`config.mk`:
```
export PLATFORM = sky130hd
export DESIGN_NAME = road_sensor_avg_flat
export DESIGN_NICKNAME = d
export VERILOG_FILES = /design/src/rtl/road_sensor_avg_pkg.sv /design/src/rtl/road_sensor_avg_if.sv /design/src/rtl/road_sensor_avg_ram.sv /design/src/rtl/road_sensor_avg.sv /design/src/flat_wrapper.sv
export SDC_FILE = /design/constraint.sdc
export NUM_CORES = 1
export LEC_CHECK = 0
export BUFFER_PORTS_ARGS = -buffer_cell sky130_fd_sc_hd__buf_4
export CAP_MARGIN = 10
export CELL_PAD_IN_SITES_DETAIL_PLACEMENT = 1
export CELL_PAD_IN_SITES_GLOBAL_PLACEMENT = 1
export CORE_MARGIN = 5
export CORE_UTILIZATION = 45
export DETAILED_ROUTE_END_ITERATION = 16
export PLACE_DENSITY_LB_ADDON = 0.08
export SKIP_LAST_GASP = 1
export SYNTH_ARGS = -nofsm -noshare
export SYNTH_HDL_FRONTEND = slang
export SYNTH_SLANG_ARGS = --single-unit
```
`constraint.sdc`:
```
create_clock -name clk -period 4.8 [get_ports clk]
set_input_delay 0.96 -clock clk [delete_from_list [all_inputs] [get_ports clk]]
set_output_delay 0.96 -clock clk [all_outputs]
set_load 0.05 [all_outputs]
```
`src/rtl/road_sensor_avg_pkg.sv`:
```
// ---------------------------------------------------------------------------
// sensor_pkg
// Shared definitions for the road sensor averager slice: road direction
// codes, selection FSM states, default sizing constants and a small helper
// that turns log2 window depth into a slot count.
// No ports (package).
// ---------------------------------------------------------------------------
package sensor_pkg;

    // Default sizing, reused as parameter defaults by the modules below
    localparam int DATA_W_DEF   = 8;
    localparam int SIZE_DEF     = 6;
    localparam int INIT_VAL_DEF = 20;
    localparam int ROAD_W_DEF   = 2;

    // Direction codes as driven by the signal controller on next_road
    typedef enum logic [ROAD_W_DEF-1:0] {
        NORTH = 2'd0,
        EAST  = 2'd1,
        SOUTH = 2'd2,
        WEST  = 2'd3
    } road_e;

    // Selection FSM: IDLE waits for a grant, GRANTED blocks further
    // captures until the grant moves to another road
    typedef enum logic {
        SEL_IDLE    = 1'b0,
        SEL_GRANTED = 1'b1
    } sel_e;

    // Number of window slots for a given log2 depth
    function automatic int windowLen(input int size);
        return 1 << size;
    endfunction

endpackage : sensor_pkg

```
`src/rtl/road_sensor_avg_if.sv`:
```
// ---------------------------------------------------------------------------
// road_sensor_avg_if
// Bundles the controller/sensor-facing signals of one road averager.
//   next_road   : road currently granted by the controller
//   data_in     : vehicle count for this road
//   avg         : registered window average
//   avg_valid   : one-cycle pulse when avg has just updated
//   window_full : high once a full window of real samples is captured
//   congested   : congestion flag (constant 0 unless CONGESTION_FLAG_EN)
// Modports: master = controller/sensor side, slave = averager side.
// ---------------------------------------------------------------------------
interface road_sensor_avg_if
    import sensor_pkg::*;
#(
    parameter int DATA_W = DATA_W_DEF,
    parameter int ROAD_W = ROAD_W_DEF
) ();

    logic [ROAD_W-1:0] next_road;
    logic [DATA_W-1:0] data_in;
    logic [DATA_W-1:0] avg;
    logic              avg_valid;
    logic              window_full;
    logic              congested;

    modport master (
        output next_road,
        output data_in,
        input  avg,
        input  avg_valid,
        input  window_full,
        input  congested
    );

    modport slave (
        input  next_road,
        input  data_in,
        output avg,
        output avg_valid,
        output window_full,
        output congested
    );

endinterface : road_sensor_avg_if

```
`src/rtl/road_sensor_avg_ram.sv`:
```
// ---------------------------------------------------------------------------
// sensor_window_ram
// Circular buffer of the last 2**SIZE samples plus their running sum.
// A write replaces the oldest slot (the one the write pointer addresses)
// and adjusts the sum by (new - oldest), so the sum never needs a full
// re-add of the window.
// Ports:
//   clk          : system clock
//   reset        : synchronous active-high; all slots reload INIT_VAL
//   i_wr_en      : write the sample this cycle
//   i_wr_data    : sample to write
//   o_sum_next   : sum the window would hold after writing i_wr_data now
// ---------------------------------------------------------------------------
module sensor_window_ram
    import sensor_pkg::*;
#(
    parameter int DATA_W   = DATA_W_DEF,
    parameter int SIZE     = SIZE_DEF,
    parameter int INIT_VAL = INIT_VAL_DEF
) (
    input  logic                 clk,
    input  logic                 reset,
    input  logic                 i_wr_en,
    input  logic [DATA_W-1:0]    i_wr_data,
    output logic [DATA_W+SIZE-1:0] o_sum_next
);

    localparam int LEN   = windowLen(SIZE);
    localparam int SUM_W = DATA_W + SIZE;

    logic [DATA_W-1:0] r_vehicles [LEN];
    logic [SIZE-1:0]   r_wr_ptr;
    logic [SUM_W-1:0]  r_sum;
    logic [SUM_W-1:0]  w_sum_next;

    // Sum after replacing the oldest slot; modular arithmetic is safe
    // because the true result is always a non-negative window total
    assign w_sum_next = r_sum + SUM_W'(i_wr_data) - SUM_W'(r_vehicles[r_wr_ptr]);
    assign o_sum_next = w_sum_next;

    // Window storage, pointer and running sum; the pointer wraps
    // naturally at LEN because it is exactly SIZE bits wide
    always_ff @(posedge clk) begin
        if (reset) begin
            for (int i = 0; i < LEN; i++) begin
                r_vehicles[i] <= DATA_W'(INIT_VAL);
            end
            r_sum    <= SUM_W'(LEN * INIT_VAL);
            r_wr_ptr <= '0;
        end else if (i_wr_en) begin
            r_vehicles[r_wr_ptr] <= i_wr_data;
            r_sum                <= w_sum_next;
            r_wr_ptr             <= r_wr_ptr + SIZE'(1);
        end
    end

endmodule : sensor_window_ram

```
`src/rtl/road_sensor_avg.sv`:
```
// ---------------------------------------------------------------------------
// road_sensor_avg
// Per-road vehicle-count averager. Captures one count per green grant to
// ROAD_ID, keeps a 2**SIZE sample window and publishes a registered average
// with a one-cycle valid strobe.
// Ports:
//   clk    : system clock
//   reset  : synchronous active-high
//   bus    : road_sensor_avg_if.slave (next_road, data_in in;
//            avg, avg_valid, window_full, congested out)
// Optional feature macro: CONGESTION_FLAG_EN enables the hysteresis
// congestion flag; without it congested is tied low.
// ---------------------------------------------------------------------------
module road_sensor_avg
    import sensor_pkg::*;
#(
    parameter int DATA_W    = DATA_W_DEF,
    parameter int SIZE      = SIZE_DEF,
    parameter int ROAD_W    = ROAD_W_DEF,
    parameter int ROAD_ID   = int'(SOUTH),
    parameter int INIT_VAL  = INIT_VAL_DEF,
    parameter int THRESH_HI = 60,
    parameter int THRESH_LO = 40
) (
    input  logic            clk,
    input  logic            reset,
    road_sensor_avg_if.slave bus
);

    localparam int                LEN       = windowLen(SIZE);
    localparam int                SUM_W     = DATA_W + SIZE;
    localparam int                FILL_W    = SIZE + 1;
    localparam logic [ROAD_W-1:0] ROAD_CODE = ROAD_W'(ROAD_ID);
    localparam logic [FILL_W-1:0] FILL_MAX  = FILL_W'(LEN);

    sel_e              r_sel;
    sel_e              w_sel_next;
    logic              w_granted;
    logic              w_capture;
    logic [SUM_W-1:0]  w_sum_next;
    logic [DATA_W-1:0] w_avg_next;
    logic [FILL_W-1:0] r_fill_cnt;
    logic [FILL_W-1:0] w_fill_next;
    logic [DATA_W-1:0] r_avg;
    logic              r_avg_valid;
    logic              r_window_full;

    assign w_granted = (bus.next_road == ROAD_CODE);

    sensor_window_ram #(
        .DATA_W   (DATA_W),
        .SIZE     (SIZE),
        .INIT_VAL (INIT_VAL)
    ) u_window (
        .clk        (clk),
        .reset      (reset),
        .i_wr_en    (w_capture),
        .i_wr_data  (bus.data_in),
        .o_sum_next (w_sum_next)
    );

    // Divide by the window length by dropping the low SIZE bits
    assign w_avg_next = w_sum_next[SUM_W-1:SIZE];

    // Sample counter saturates at a full window
    assign w_fill_next = (r_fill_cnt == FILL_MAX) ? r_fill_cnt : r_fill_cnt + FILL_W'(1);

    // Selection FSM state register
    always_ff @(posedge clk) begin
        if (reset) begin
            r_sel <= SEL_IDLE;
        end else begin
            r_sel <= w_sel_next;
        end
    end

    // Selection FSM next state: leave GRANTED only when the grant moves on
    always_comb begin
        w_sel_next = r_sel;
        case (r_sel)
            SEL_IDLE:    if (w_granted)  w_sel_next = SEL_GRANTED;
            SEL_GRANTED: if (!w_granted) w_sel_next = SEL_IDLE;
            default:     w_sel_next = SEL_IDLE;
        endcase
    end

    // Selection FSM output: capture only on the first cycle of a grant
    always_comb begin
        w_capture = 1'b0;
        case (r_sel)
            SEL_IDLE: w_capture = w_granted;
            default:  w_capture = 1'b0;
        endcase
    end

    // Registered average, valid strobe, fill counter and full flag.
    // window_full stays high because the counter saturates at LEN.
    always_ff @(posedge clk) begin
        if (reset) begin
            r_avg         <= DATA_W'(INIT_VAL);
            r_avg_valid   <= 1'b0;
            r_fill_cnt    <= '0;
            r_window_full <= 1'b0;
        end else begin
            r_avg_valid <= w_capture;
            if (w_capture) begin
                r_avg         <= w_avg_next;
                r_fill_cnt    <= w_fill_next;
                r_window_full <= (w_fill_next == FILL_MAX);
            end
        end
    end

`ifdef CONGESTION_FLAG_EN
    logic r_congested;

    // Hysteresis on the freshly computed average; between the two
    // thresholds the flag keeps its previous value
    always_ff @(posedge clk) begin
        if (reset) begin
            r_congested <= 1'b0;
        end else if (w_capture) begin
            if (w_avg_next >= DATA_W'(THRESH_HI)) begin
                r_congested <= 1'b1;
            end else if (w_avg_next <= DATA_W'(THRESH_LO)) begin
                r_congested <= 1'b0;
            end
        end
    end

    assign bus.congested = r_congested;
`else
    assign bus.congested = 1'b0;
`endif

    assign bus.avg         = r_avg;
    assign bus.avg_valid   = r_avg_valid;
    assign bus.window_full = r_window_full;

endmodule : road_sensor_avg

```
`src/flat_wrapper.sv`:
```
// flat-port wrapper written by rule: the top's interface ports become plain ports
module road_sensor_avg_flat import sensor_pkg::*;
#(
    parameter int DATA_W    = DATA_W_DEF,
    parameter int SIZE      = SIZE_DEF,
    parameter int ROAD_W    = ROAD_W_DEF,
    parameter int ROAD_ID   = int'(SOUTH),
    parameter int INIT_VAL  = INIT_VAL_DEF,
    parameter int THRESH_HI = 60,
    parameter int THRESH_LO = 40
)
  (clk, reset, bus_next_road, bus_data_in, bus_avg, bus_avg_valid, bus_window_full, bus_congested);
  road_sensor_avg_if #(.DATA_W(DATA_W), .ROAD_W(ROAD_W)) bus_i ();
  input  logic clk;
  input  logic reset;
  input wire logic [$bits(bus_i.next_road)-1:0] bus_next_road;
  input wire logic [$bits(bus_i.data_in)-1:0] bus_data_in;
  output wire logic [$bits(bus_i.avg)-1:0] bus_avg;
  output wire logic [$bits(bus_i.avg_valid)-1:0] bus_avg_valid;
  output wire logic [$bits(bus_i.window_full)-1:0] bus_window_full;
  output wire logic [$bits(bus_i.congested)-1:0] bus_congested;
  assign bus_i.next_road = bus_next_road;
  assign bus_i.data_in = bus_data_in;
  assign bus_avg = bus_i.avg;
  assign bus_avg_valid = bus_i.avg_valid;
  assign bus_window_full = bus_i.window_full;
  assign bus_congested = bus_i.congested;
  road_sensor_avg #(.DATA_W(DATA_W), .SIZE(SIZE), .ROAD_W(ROAD_W), .ROAD_ID(ROAD_ID), .INIT_VAL(INIT_VAL), .THRESH_HI(THRESH_HI), .THRESH_LO(THRESH_LO)) u_core (.clk(clk), .reset(reset), .bus(bus_i));
endmodule
```
== After elaboration in Yosys (flattened, before gate mapping) ==
Memories as Yosys holds them, arrays and structs flattened. A register that Yosys moved wholly into a read port is not among the register bits.
Cells that the tools add are included.

* Add/sub/neg operators: 4
* Multipliers: 0
* Div/mod/pow operators: 0
* Magnitude comparators: 0
* Eq/ne operators: 3
* Shift-type cells: 0
* Mux-type cells: 13
* Bitwise gates (word level): 0
* Reduce and logical (&&, ||, !) cells: 1

{| class="wikitable"
|+ Operators with widths
! cell !! count
|-
| 6-bit two-way mux || 3
|-
| 14-bit by 8-bit adder with 14-bit output || 1
|-
| 7-bit == test (second input constant) || 2
|-
| 14-bit by 8-bit subtractor with 14-bit output || 1
|-
| 1-bit two-way mux || 8
|-
| 8-bit two-way mux || 1
|-
| 8-bit OR reduction || 1
|-
| 7-bit by 1-bit adder with 7-bit output (second input constant) || 1
|-
| 7-bit two-way mux || 1
|-
| 6-bit by 1-bit adder with 6-bit output (second input constant) || 1
|-
| 2-bit == test (second input constant) || 1
|}

* Flip-flop bits (word level): 38
* Latch bits: 0
* Bits in writable memories: 512
* Memory bits (read-only): 0
* Output and inout bits: 11
* Logic and storage cells: 29
* Memories kept: 1

{| class="wikitable"
|+ Memory list
! memory !! depth !! width !! read ports !! clocked after memory_dff !! write ports !! RTL line !! RTL
|-
| u_core.u_window.r_vehicles || 64 || 8 || 1 || 1 || 64 || road_sensor_avg_ram.sv:31 || <nowiki>logic [DATA_W-1:0] r_vehicles [LEN];</nowiki>
|}

== Longest topological paths before layout ==
* Depth after elaboration: 7
* Gate-level depth with buffers: 19
* Gate-level depth less buffers: 16

== Hierarchy ==
A second synthesis with hierarchy kept.

* Cells, all modules: 1912
* Area, all modules: 26152.6 um^2

{| class="wikitable"
|+ By module, submodules not included
! module !! times used !! cells an instance !! area an instance (um^2) !! seq. area each (um^2)
|-
| sensor_window_ram || 1 || 1811 || 25314.3 || 15895.2
|-
| road_sensor_avg || 1 || 101 || 838.3 || 360.3
|}

== Least setup slack after synthesis ==
OpenSTA, ideal clock, no wires.

* Path type: reg-to-reg
* From: register with a tool-made name
* To: register u_core.r_avg[4] (netlist: u_core.bus.avg[4])
* Library setup time: 0.087 ns
* Arrival time: 3.872 ns
* Required time: 4.713 ns
* Slack: 0.841 ns
* Stages on the path, launching flop included: 16
* Period minus slack after synthesis: 3.959 ns
* Path through: dfxtp_1 -> buf_6 -> buf_2 -> mux4_2 -> mux4_2 -> o22ai_1 -> nor2_1 -> fa_1 -> inv_1 -> ha_1 -> nor2b_1 -> o21a_1 -> o21ai_0 -> a211oi_1 -> o21a_1 -> o31ai_1

{| class="wikitable"
|+ RTL lines
! item !! RTL line !! RTL
|-
| end signal: assignment || road_sensor_avg.sv:100 || <nowiki>r_avg <= DATA_W'(INIT_VAL);</nowiki>
|-
| end signal: assignment || road_sensor_avg.sv:107 || <nowiki>r_avg <= w_avg_next;</nowiki>
|-
| end: declaration || road_sensor_avg.sv:44 || <nowiki>logic [DATA_W-1:0] r_avg;</nowiki>
|}

==> impl_metrics.toml <==
[detailed_routing]
dr.pass1.iters = 7
drcViolationCount = 0
vias = 16300
drt_iter0_drc = 1325
routed_wl_um = 76100
wl_per_cell_um = 27.9
vias_per_cell = 5.98
ant_nets = 0

[outcome]
status = "complete, no violations"

[worst_setup_path]
crit_fanout = 16
reg2reg_setup_slack_ns = 0.24
worstSetupEndpointType = "flip-flop"
critical_path_class = "reg2reg"
start_kind = "flip-flop"
r2r_end = "u_core.bus.avg[4]$_SDFFE_PP1P_"
required_ns = 5.33
worst_ep_arrival_time_ns = 5.09
r2r_cells = 18
cp-endpoint = "u_core.bus.avg[4]$_SDFFE_PP1P_"

[cts]
clk_root_buffer_cell = "clkbuf_16"
cts.clk_slew.worst_paths_ns = 0.06
cts_tree = "yes"
htree_num_levels = 2
cts_sinks = 548
numCtsBuffers = 59
insertion_delay_ns = 0.61
ctsLongestPathBuffers = 3

[yosys]
synth_edf_count = 512
synth.most_common_cell = "edfxtp_1"
synth_area_leaders = "edfxtp_1 60%, mux4_2 13%, nor3_1 6.5%"
synth_top_cell_area_share_pct = 59.9
yosys.area.top_type = "edfxtp_1"
synth_nets = 1952
syn_inst = 1915
synth_area_per_cell_um2 = 13.4
syn_area_um2 = 25700
async_flop_share_pct = 0
synth_commonest_cells = "512 x edfxtp_1, 332 x nor3_1, 168 x nand2_1"
yosys_register_bits = 548
synth_flop_cell = "edfxtp_1"
ys_types = 57
yosys_warnings = 0
ys_seq_area_share_pct = 62.7

[sta]
setup_viol = 0
fin_tns_setup_ns = 0
rsz0062_at_grt = "no"
post-route-period-util_pct = 95.1
slew-limit-headroom_pct = 24.3
timing.final.ws_setup_ns = 0.236
worst_pin_slew_ns = 1.13
slew_violations = 0
whs_ns = 0.460
period_minus_slack_ns = 4.56
skew_ns = 0.0171
fmax_mhz = 219
hold_viol = 0

[placement]
portBuffers = 21
place_ws_ns = 0.182
dp_hpwl_um = 48000
dp_cells = 2621
place_congestion = 0.822

[worst_hold_path]
hold_class = "reg2reg"
whs_path_depth = 2

[cells_and_area]
synthToLayoutAreaGrowth_pct = 13.0
fill_cells = 5534
nNetsFinal = 1964
antenna_cells = 0
utilization_pct = 51.4
final_cells = 2729
drive_gt1_share_pct = 21.5

[flow_run]
cap_violations = 0

[pwr]
power_frac_comb_pct = 10.1
ir_drop_mv = 0.299
p_per_area_nw_per_um2 = 375
p_leak_nw = 8.98
power_switching_share_pct = 24.1
internal_power_mw = 8.27
pwr-share-clk_pct = 39.7
p_switching_mw = 2.62
power_frac_seq_pct = 50.1

[global_route]
grt_start_max_net_pins = 65
grt_pass1_wl_um = 114000
grt_usage_pct = 24.2
grt.overflow.total = 0
grt_pass1_vias = 17200
grt_antenna_before_repair = 2

[floorplanning]
rows = 87
die_w_um = 249
core_area_um2 = 56500
initial_core_util_pct = 45.4
pin_count = 23
dieHeight_um = 249
die_area_um2 = 61900
==> state kept, by name, indices dropped and copies added, names as in the netlist, named ones only <==
name	flops
u_core.bus.avg	8
u_core.bus.avg_valid	1
u_core.bus.window_full	1
u_core.r_fill_cnt	7
u_core.r_sel	1
u_core.u_window.r_sum	6
u_core.u_window.r_vehicles	512
u_core.u_window.r_wr_ptr	6
==> repair_timing <==
action                     CTS  global route
resized for setup            0             2
buffers inserted             0             1
setup endpoints to repair    0             2
hold buffers                 0             0
==> layout by cell type (no fill, tap or decap), types with 20 or more instances in the layout <==
| master | instances |
|---|---|
| edfxtp_1 | 512 |
| buf_4 | 160 |
| nor2_1 | 92 |
| inv_1 | 35 |
| nor3_1 | 332 |
| nor2b_1 | 21 |
| a21oi_1 | 39 |
| dfxtp_1 | 33 |
| clkinv_1 | 20 |
| o21ai_0 | 70 |
| clkbuf_16 | 59 |
| nand2_1 | 166 |
| and2_1 | 64 |
| mux4_2 | 144 |
==> cells by family after synthesis <==
kind of cell | share of synthesized area, %
other cells | 0.0146
mux | 13.4
simple gates | 13.8
buf+inv | 4.45
compound gates | 3.71
flops | 62.7
fa+ha+maj | 1.45
xor+xnor | 0.478
==> power groups by stage <==
stage / sequential, mW / combinational, mW / clock, mW
after floorplan: 5.52 / 0.715 / 0
after global placement: 5.56 / 1.08 / 0
after detailed placement: 5.56 / 1.10 / 0
after CTS: 5.47 / 1.10 / 4.41
after global routing: 5.48 / 1.18 / 4.62
final: 5.46 / 1.10 / 4.33
==> metal layers <==
layer	up-vias	GRT usage [%]	share of wire (%)
met5	-	0	0.0092
met3	113	4.83	6.0
met4	2	6.23	2.8
met1	8538	33.2	43
met2	444	40.1	49
li1	7210	-	-
==> area by class of cell <==
| type | instances | area, um^2 | area share (%) |
|---|---|---|---|
| clock inverters | 33 | 253 | 0.871 |
| clock buffers | 74 | 1530 | 5.28 |
| repair buffers | 177 | 1540 | 5.31 |
| flip-flops and latches | 548 | 16100 | 55.5 |
| inverters | 43 | 163 | 0.561 |
| well taps | 756 | 946 | 3.26 |
| multi-input cells | 1098 | 8470 | 29.2 |
==> through the flow <==
stage               instance area (um^2)  total power, mW
global placement                   27200             6.64
finish                             29000             10.9
global route                       29000             11.3
floorplan                          25700             6.24
CTS                                29000             11.0
detailed placement                 27200             6.66
==> worst max-delay path, stage by stage (launching register included) <==
cell and delay (ns):
dfxtp_4 0.39, buf_12 0.18, buf_12 0.20, mux4_2 0.57, mux4_2 0.48, a22oi_1 0.18, nand3_1 0.19, ha_1 0.33
inv_1 0.06, ha_1 0.17, inv_1 0.07, fa_1 0.47, nor2b_1 0.15, o21a_1 0.15, o21ai_0 0.08, buf_4 0.16
a211oi_1 0.37, nor3_1 0.08, o31ai_1 0.19
==> worst min-delay path by stage <==
stage / startpoint / endpoint / slack [ns]
final: u_core.bus.window_full$_SDFFE_PP0P_ / u_core.bus.window_full$_SDFFE_PP0P_ / 0.46
after global routing: u_core.u_window.r_sum[2]$_SDFFE_PP0P_ / u_core.u_window.r_sum[2]$_SDFFE_PP0P_ / 0.48
after CTS: u_core.u_window.r_sum[4]$_SDFFE_PP0P_ / u_core.u_window.r_sum[4]$_SDFFE_PP0P_ / 0.46
after detailed placement: u_core.u_window.r_sum[4]$_SDFFE_PP0P_ / u_core.u_window.r_sum[4]$_SDFFE_PP0P_ / 0.45
after global placement: u_core.u_window.r_sum[2]$_SDFFE_PP0P_ / u_core.u_window.r_sum[2]$_SDFFE_PP0P_ / 0.44
after floorplan: u_core.u_window.r_sum[2]$_SDFFE_PP0P_ / u_core.u_window.r_sum[2]$_SDFFE_PP0P_ / 0.43
(Power assumes the default switching activity.)
